[src/rtl/rf_dual_read_port.sv]
// rf_dual_read_port: 16 x 32 register file for the SISC datapath.
// One write port with write-first forwarding into two registered read
// ports (A and B). Register 0 is hard-wired to zero. A read-valid flag
// and a saturating count of committed writes are also provided.
module rf_dual_read_port #(
  parameter int DATA_W = 32,
  parameter int ADDR_W = 4
) (
  input  logic              clk,
  input  logic              rst,
  input  logic              wr_en,
  input  logic [ADDR_W-1:0] wr_addr,
  input  logic [DATA_W-1:0] wr_data,
  input  logic              rd_en,
  input  logic [ADDR_W-1:0] rd_addr_a,
  input  logic [ADDR_W-1:0] rd_addr_b,
  output logic [DATA_W-1:0] rd_data_a,
  output logic [DATA_W-1:0] rd_data_b,
  output logic              rd_valid,
  output logic [7:0]        wr_count
);

  localparam int DEPTH = 2 ** ADDR_W;

  logic [DATA_W-1:0] regs_q [DEPTH];
  logic [DATA_W-1:0] rd_data_a_q, rd_data_a_d;
  logic [DATA_W-1:0] rd_data_b_q, rd_data_b_d;
  logic              rd_valid_q, rd_valid_d;
  logic [7:0]        wr_count_q, wr_count_d;

  logic wr_commit_s;
  logic fwd_a_s;
  logic fwd_b_s;

  // A write only takes effect for a nonzero destination; R0 stays zero.
  assign wr_commit_s = wr_en && (wr_addr != {ADDR_W{1'b0}});
  // Forwarding compares raw addresses, so a dropped R0 write never forwards.
  assign fwd_a_s = wr_commit_s && (wr_addr == rd_addr_a);
  assign fwd_b_s = wr_commit_s && (wr_addr == rd_addr_b);

  // Storage array: cleared on reset, otherwise commits nonzero-address writes.
  always_ff @(posedge clk) begin
    if (rst) begin
      for (int i = 0; i < DEPTH; i++) begin
        regs_q[i] <= {DATA_W{1'b0}};
      end
    end else if (wr_commit_s) begin
      regs_q[wr_addr] <= wr_data;
    end
  end

  // Next read data: R0 reads zero, same-edge write wins, else the array.
  always_comb begin
    rd_data_a_d = rd_data_a_q;
    rd_data_b_d = rd_data_b_q;
    rd_valid_d  = 1'b0;
    if (rd_en) begin
      rd_valid_d = 1'b1;
      if (rd_addr_a == {ADDR_W{1'b0}}) begin
        rd_data_a_d = {DATA_W{1'b0}};
      end else if (fwd_a_s) begin
        rd_data_a_d = wr_data;
      end else begin
        rd_data_a_d = regs_q[rd_addr_a];
      end
      if (rd_addr_b == {ADDR_W{1'b0}}) begin
        rd_data_b_d = {DATA_W{1'b0}};
      end else if (fwd_b_s) begin
        rd_data_b_d = wr_data;
      end else begin
        rd_data_b_d = regs_q[rd_addr_b];
      end
    end else begin
      rd_valid_d = 1'b0;
    end
  end

  // Next write count: one per committed write, held at 255 once saturated.
  always_comb begin
    wr_count_d = wr_count_q;
    if (wr_commit_s && (wr_count_q != 8'd255)) begin
      wr_count_d = wr_count_q + 8'd1;
    end else begin
      wr_count_d = wr_count_q;
    end
  end

  // Output registers; reset also discards any read in flight.
  always_ff @(posedge clk) begin
    if (rst) begin
      rd_data_a_q <= {DATA_W{1'b0}};
      rd_data_b_q <= {DATA_W{1'b0}};
      rd_valid_q  <= 1'b0;
      wr_count_q  <= 8'd0;
    end else begin
      rd_data_a_q <= rd_data_a_d;
      rd_data_b_q <= rd_data_b_d;
      rd_valid_q  <= rd_valid_d;
      wr_count_q  <= wr_count_d;
    end
  end

  assign rd_data_a = rd_data_a_q;
  assign rd_data_b = rd_data_b_q;
  assign rd_valid  = rd_valid_q;
  assign wr_count  = wr_count_q;

endmodule

[config.mk]
export PLATFORM = sky130hd
export DESIGN_NAME = rf_dual_read_port
export DESIGN_NICKNAME = d
export VERILOG_FILES = /design/src/rtl/rf_dual_read_port.sv
export SDC_FILE = /design/constraint.sdc
export NUM_CORES = 1
export LEC_CHECK = 0
export ABC_AREA = 1
export CAP_MARGIN = 10
export CORE_MARGIN = 2
export CORE_UTILIZATION = 50
export DETAILED_ROUTE_END_ITERATION = 16
export GPL_ROUTABILITY_DRIVEN = 0
export HOLD_SLACK_MARGIN = 0.15
export PLACE_DENSITY_LB_ADDON = 0.15
export RECOVER_POWER = 100
export SYNTH_ARGS = -nofsm -noshare
export SYNTH_HDL_FRONTEND = slang
export SYNTH_SLANG_ARGS = --single-unit
[constraint.sdc]
create_clock -name clk -period 3 [get_ports clk]
set_input_delay 0.45 -clock clk [delete_from_list [all_inputs] [get_ports clk]]
set_output_delay 0.45 -clock clk [all_outputs]
set_load 0.1 [all_outputs]
* Yosys cells after proc, flatten, opt, wreduce, memory -nomap -nowiden
Memory sizes are Yosys's and may differ from the RTL's. Cells that the tools add are included.
Cells by class: add/subtract/negate cells 1, eq/ne operators 3, multiplexer cells 13, reduce and logical (&&, ||, !) cells 8
Operators by type and width (number):
- $mux 32 | 5
- $reduce_or 32->1 | 1
- $add 8x1->8 const B | 1
- $eq 4x4->1 | 2
- $logic_not 4->1 | 2
- $ne 8x8->1 const B | 1
- $mux 1 | 7
- $logic_and 1x1->1 | 4
- $mux 4 | 1
- $reduce_bool 4->1 | 1
Storage, ports and cells: register bits after elaboration 73, bits in writable memories 512, memories 1
Memory list:
- regs_q | words 16, bits a word 32, rd ports 2, clocked after Yosys merged registers in 0, wr ports 16, RTL line 25 | logic [DATA_W-1:0] regs_q [DEPTH];

* Depth between registers and ports, before layout
Gate-level depths: netlist (run 1).
depth after elaboration 7, mapped depth 12, gate-level depth less buffers 10

* Worst setup path after synthesis (run 1)
No wires, ideal clock.
kind input -> register, start input port wr_addr[0], end memory regs_q[10][0] (enable), setup time 389 ps, data arrival time 2041 ps, data required time 2611 ps, setup slack 569 ps, cell stages on the path 9, cell sequence nor2_1 > a21oi_4 > inv_2 > nor2_4 > nand3_2 > clkinv_2 > nand2_4 > buf_6 > nand2_1
RTL lines:
- start: declaration | RTL line 12 | input logic [ADDR_W-1:0] wr_addr,
- end: declaration | RTL line 25

==> flow_metrics.tcl, run 1 <==
set metrics [dict create \
    grt_pass1_vias 27600 \
    yosys.area.top_type "edfxtp_1" \
    first_iter_violations 4047 \
    finalHoldViolations 0 \
    worstPathCellList "dlygate4sd3_1 > nor2_1 > a21oi_4 > inv_1 > nor2_1 > nand3_2 > clkinv_2 > nand2_1 > nand2_2 > clkbuf_2" \
    layout.nets 4368 \
    fin_crit_sh 0.899 \
    cap_violations 2 \
    diodes 0 \
    rows 94 \
    timing.hold.ws_ps 424 \
    slowest_stage "dlygate4sd3_1" \
    slew_viol_final 102 \
    fmax_mhz 371 \
    overflow 0 \
    syn2layout_area_growth_pct 10.3 \
    viasPerCell 5.65 \
    worstPathRequired_ps 3230 \
    vias 29600 \
    p_total_uw 21100 \
    drc_errors 0 \
    finalSetupViolCount 0 \
    port_buffers 120 \
    fill_cells 6208 \
    post-cts-setup-buffers 0 \
    skew_ps 33.0 \
    gr-usage-met1 0.468 \
    cts_tree "built" \
    hp-class "input pin to register" \
    synth_area_per_cell_um2 7.65 \
    max-vdd-ir-drop_mv 0.327 \
    grt_antenna_before_repair 0 \
    grt_use_met2 0.512 \
    clock_latency_ps 630 \
    die_w_um 261 \
    violations "capacitance limit, slew limit" \
    start_util 0.502 \
    clkTransAtPathRegs_ps 60 \
    drt.antenna.violating_nets 0 \
    cts-root-buf "clkbuf_16" \
    cts_sinks 585 \
    worst_slew_pin_slew_ps 2150 \
    critical_path_buf_inv_count 4 \
    cts.path.max_buffers 3 \
    fin_ws_ps 303 \
    syn-instance-count 4300 \
    ys.warnings.count 0 \
    cts_resized 0 \
    dp_hpwl_um 68700 \
    die_height_um 261 \
    rsz0062_at_grt "no" \
    min_period_ps 2700 \
    cp_common_cell "nor2_1" \
    grt_max_degree 197 \
    seq_area_frac_synth 0.512 \
    syn_area_mm2 0.0329 \
    synth_top_area_frac 0.467 \
    cp_max_fo 19 \
    arrival_ps 2930 \
    busiest_layer "met2" \
    core_mm2 0.0655 \
    path_class "input pin to register" \
    crit_path_end_kind "register" \
    io_pins 121 \
    ys_ff_latch 585 \
    dieArea_mm2 0.0679 \
    htreeDepth 3 \
    first_pass_iters 7 \
    ys_top_cells_by_area "edfxtp_1 47%, nand2_1 16%, nor2_1 8.1%" \
    drive_gt1_frac 0.0574 \
    dp_slack_ps 30.9 \
    track_usage 0.336 \
    power.density_mw_per_mm2 581 \
    slew_headroom -0.433 \
    grt_pass1_wl_um 171000 \
    wl_per_cell_um 21.7 \
    cts_hold_buf 0 \
    synthDistinctLibCells 27 \
    fin_setup_tns_ps 0 \
    grtUsageMet3 0.0659 \
    p_leak_uw 0.0164 \
    crit_family "buffers and inverters" \
    critPathLaunchType "input pin" \
    critPathMaxStageDelay_ps 700 \
    status "finished, violations left" \
    routed_wl_um 114000 \
    cts_buffers 68 \
]
==> cell usage after synthesis (all sizes together) <==
cell,count
a21oi,71
buf,186
clkbuf,129
clkinv,3
conb,1
dfxtp,73
edfxtp,512
ha,1
inv,456
nand2,1415
nand3,487
nand4,3
nor2,761
nor3,1
o211ai,192
o21ai,6
xnor2,3
==> tightest hold or removal path: stages <==
cell,delay (ps)
buf_2,240
nand3_1,150
nand2_1,50
nand2_1,50
a21oi_1,50
==> power by group <==
part	total (uW)	internal, uW	switching, uW	leakage, uW
Combinational	3340	786	2550	0.00981
Clock	8240	4760	3480	0.00106
Sequential	9520	9330	183	0.00549
==> logic make-up (layout without fill, tap and decap cells) <==
kind of cell / count (synthesis) / after routing / synth area share
AO/OA/AOI/OAI: 269 / 269 / 0.0558
XOR/XNOR: 3 / 3 / 0.000799
adder cells (fa/ha/maj): 1 / 1 / 0.000380
buffers and inverters: 774 / 814 / 0.101
flip-flops: 585 / 585 / 0.512
other: 1 / 32 / 0.000114
AND/OR/NAND/NOR: 2667 / 2667 / 0.330
==> flip-flops by register name (all words and copies together), names as in the netlist <==
name / cells
rd_data_a: 32
rd_valid: 1
rd_data_b: 32
regs_q: 512
wr_count: 8
==> through the flow <==
step,area [um^2],cells,util
2_1_floorplan,33000,4331,-
3_3_place_gp,34800,5113,0.531
3_5_place_dp,34800,5113,0.531
4_1_cts,36900,5235,0.564
5_1_grt,36300,5235,0.554
6_report,36300,5235,0.554
==> area by class of cell <==
class                   instances  area (um^2)  share of cell area
inverters                     459         1740              0.0478
repair buffers                233         1740              0.0479
flip-flops and latches        585        16800               0.464
clock buffers                  97         1930              0.0533
well taps                     864         1080              0.0298
clock inverters                25          225             0.00620
multi-input cells            2972        12800               0.351
==> routing by layer <==
layer  share of wire  up-vias
li1                -    13700
met4           0.041        0
met2            0.44     1784
met1            0.40    13800
met5               0        -
met3            0.12      259
==> placed cells by master (no fill, tap or decap), types with 32 or more instances in the layout <==
| cell type | count |
|---|---|
| clkbuf_1 | 105 |
| clkbuf_16 | 71 |
| conb_1 | 32 |
| o211ai_1 | 192 |
| nand2_1 | 1403 |
| dfxtp_1 | 73 |
| a21oi_1 | 70 |
| edfxtp_1 | 512 |
| inv_1 | 449 |
| nand3_1 | 484 |
| clkdlybuf4s50_1 | 37 |
| buf_4 | 58 |
| nor2_1 | 742 |
==> path summary, 6_finish.rpt <==
path	depth (start not counted)	start	slack, ps	end
worst max register to register	7	wr_count[0]$_SDFFE_PP0P_	1060	wr_count[3]$_SDFFE_PP0P_
worst min-delay path	5	rd_addr_b[3]	420	rd_data_b[27]$_SDFFE_PP0P_
worst min register to register	2	rd_data_a[6]$_SDFFE_PP0P_	460	rd_data_a[6]$_SDFFE_PP0P_
worst max-delay path	10	wr_addr[3]	300	regs_q[14][5]$_SDFFCE_PN0P_
Power figures use the tool's default switching activity.
==> run 2, diff against run 1 <==
--- a/config.mk
+++ b/config.mk
@@ -8,7 +8,7 @@
 export ABC_AREA = 1
 export CAP_MARGIN = 10
 export CORE_MARGIN = 2
-export CORE_UTILIZATION = 50
+export CORE_UTILIZATION = 27
 export DETAILED_ROUTE_END_ITERATION = 16
 export GPL_ROUTABILITY_DRIVEN = 0
 export HOLD_SLACK_MARGIN = 0.15
==> flow_metrics.tcl, run 2 (synthesis results as in run 1) <==
set metrics [dict create \
    finalSetupViolCount 0 \
    drc_errors 0 \
    io_pins 121 \
    crit_family "buffers and inverters" \
    routed_wl_um 136000 \
    vias 29200 \
    slew_headroom -0.191 \
    fin_ws_ps 309 \
    first_iter_violations 2986 \
    mostFrequentLayoutCells "1409 x nand2_1, 717 x nor2_1, 512 x edfxtp_1" \
    cap_violations 1 \
    drive_gt1_frac 0.0677 \
    cp_common_cell "nand2_1" \
    hp-class "register to register" \
    cts_buffers 73 \
    crit_path_end_kind "register" \
    worstPathCellList "dlygate4sd3_1 > nor2_1 > a21oi_4 > inv_1 > nor2_4 > nand3_1 > clkinv_2 > nand2_1 > nand2_1 > clkbuf_4" \
    comb_power_share 0.161 \
    min_period_ps 2690 \
    max-vdd-ir-drop_mv 0.397 \
    grt_pass1_wl_um 199000 \
    cts_hold_buf 0 \
    power.density_mw_per_mm2 574 \
    critical_path_buf_inv_count 4 \
    critPathLaunchType "input pin" \
    slew_viol_final 101 \
    arrival_ps 2950 \
    cts_tree "built" \
    dp_slack_ps -93.0 \
    dp_hpwl_um 81700 \
    slowest_stage "dlygate4sd3_1" \
    port_buffers 120 \
    p_clk_frac 0.400 \
    syn2layout_area_growth_pct 15.0 \
    wl_per_cell_um 22.6 \
    dpl.cell_count 5911 \
    post-cts-setup-buffers 0 \
    start_util 0.271 \
    dieArea_mm2 0.125 \
    fin_util 0.312 \
    seq_power_share 0.438 \
    die_w_um 353 \
    critPathMaxStageDelay_ps 770 \
    drt.antenna.violating_nets 0 \
    status "finished, violations left" \
    finalHoldViolations 0 \
    top_register "regs_q" \
    fin_crit_sh 0.897 \
    skew_ps 20.6 \
    p_switching_uw 6540 \
    cts-root-buf "clkbuf_16" \
    layout_commonest_cell "nand2_1" \
    path_class "input pin to register" \
    viasPerCell 4.83 \
    htreeDepth 3 \
    p_sw_frac 0.301 \
    first_pass_iters 7 \
    core_mm2 0.121 \
    cts.path.max_buffers 3 \
    die_height_um 353 \
    grt_antenna_before_repair 7 \
    grt_max_degree 147 \
    cellInternalPower_uw 15200 \
    fin_cells 6042 \
    p_leak_uw 0.0166 \
    clock_latency_ps 640 \
    fmax_mhz 372 \
    rsz0062_at_grt "no" \
    cts_resized 0 \
    clkTransAtPathRegs_ps 50 \
    largest_register_ffs 512 \
    cts_sinks 585 \
    fin_setup_tns_ps 0 \
    worst_slew_pin_slew_ps 1790 \
    rows 128 \
    overflow 0 \
    cp_max_fo 23 \
    layout.nets 4410 \
    violations "capacitance limit, slew limit" \
    track_usage 0.216 \
    grt_pass1_vias 27900 \
    worstPathRequired_ps 3260 \
    fill_cells 13200 \
]
[run 2: worst reg2reg max path, delay by kind of cell (launching register included)]
family	cells	cell delay, ps
AO/OA/AOI/OAI	2	470
adder cells (fa/ha/maj)	1	230
AND/OR/NAND/NOR	3	480
flip-flops	1	410
buffers and inverters	1	470
[run 2: stage by stage]
step	total power, uW	cell area, um^2	hold WS [ps]
6_report	21700	37800	463
3_3_place_gp	13300	36300	456
3_5_place_dp	13300	36300	459
2_1_floorplan	11900	33000	715
4_1_cts	22000	38500	465
5_1_grt	22500	37800	480
[run 2: power groups by stage]
stage,combinational (uW),sequential [uW],clock (uW)
global route,3810,9570,9150
global placement,3590,9680,0
finish,3500,9520,8690
detailed placement,3600,9690,0
floorplan,1760,10100,0
CTS,3610,9520,8900
[run 2: metal layers]
layer	vias to the layer above	share of wire	GRT usage
met5	-	0.00022	0
met4	4	0.028	0.0592
met3	206	0.065	0.0280
met2	1065	0.44	0.339
met1	14100	0.46	0.310
li1	13800	-	-
[run 2: cell type report]
cell class                      count  area, um^2  area share
Sequential cell                   585       16800       0.445
Multi-Input combinational cell   2972       12800       0.339
Timing Repair Buffer              270        2140      0.0565
Clock buffer                      112        2120      0.0559
Tap cell                         1625        2030      0.0537
Inverter                          459        1750      0.0462
Clock inverter                     18         148     0.00390
Antenna cell                        1        2.50   0.0000661
[run 2: final timing paths]
check,startpoint,end,slack [ps],cells after the start
setup reg to reg,wr_count[0]$_SDFFE_PP0P_,wr_count[6]$_SDFFE_PP0P_,830,7
hold / removal,rd_data_b[14]$_SDFFE_PP0P_,rd_data_b[14]$_SDFFE_PP0P_,460,2
hold reg to reg,rd_data_b[14]$_SDFFE_PP0P_,rd_data_b[14]$_SDFFE_PP0P_,460,2
setup / recovery,wr_addr[0],regs_q[2][18]$_SDFFCE_PN0P_,310,10
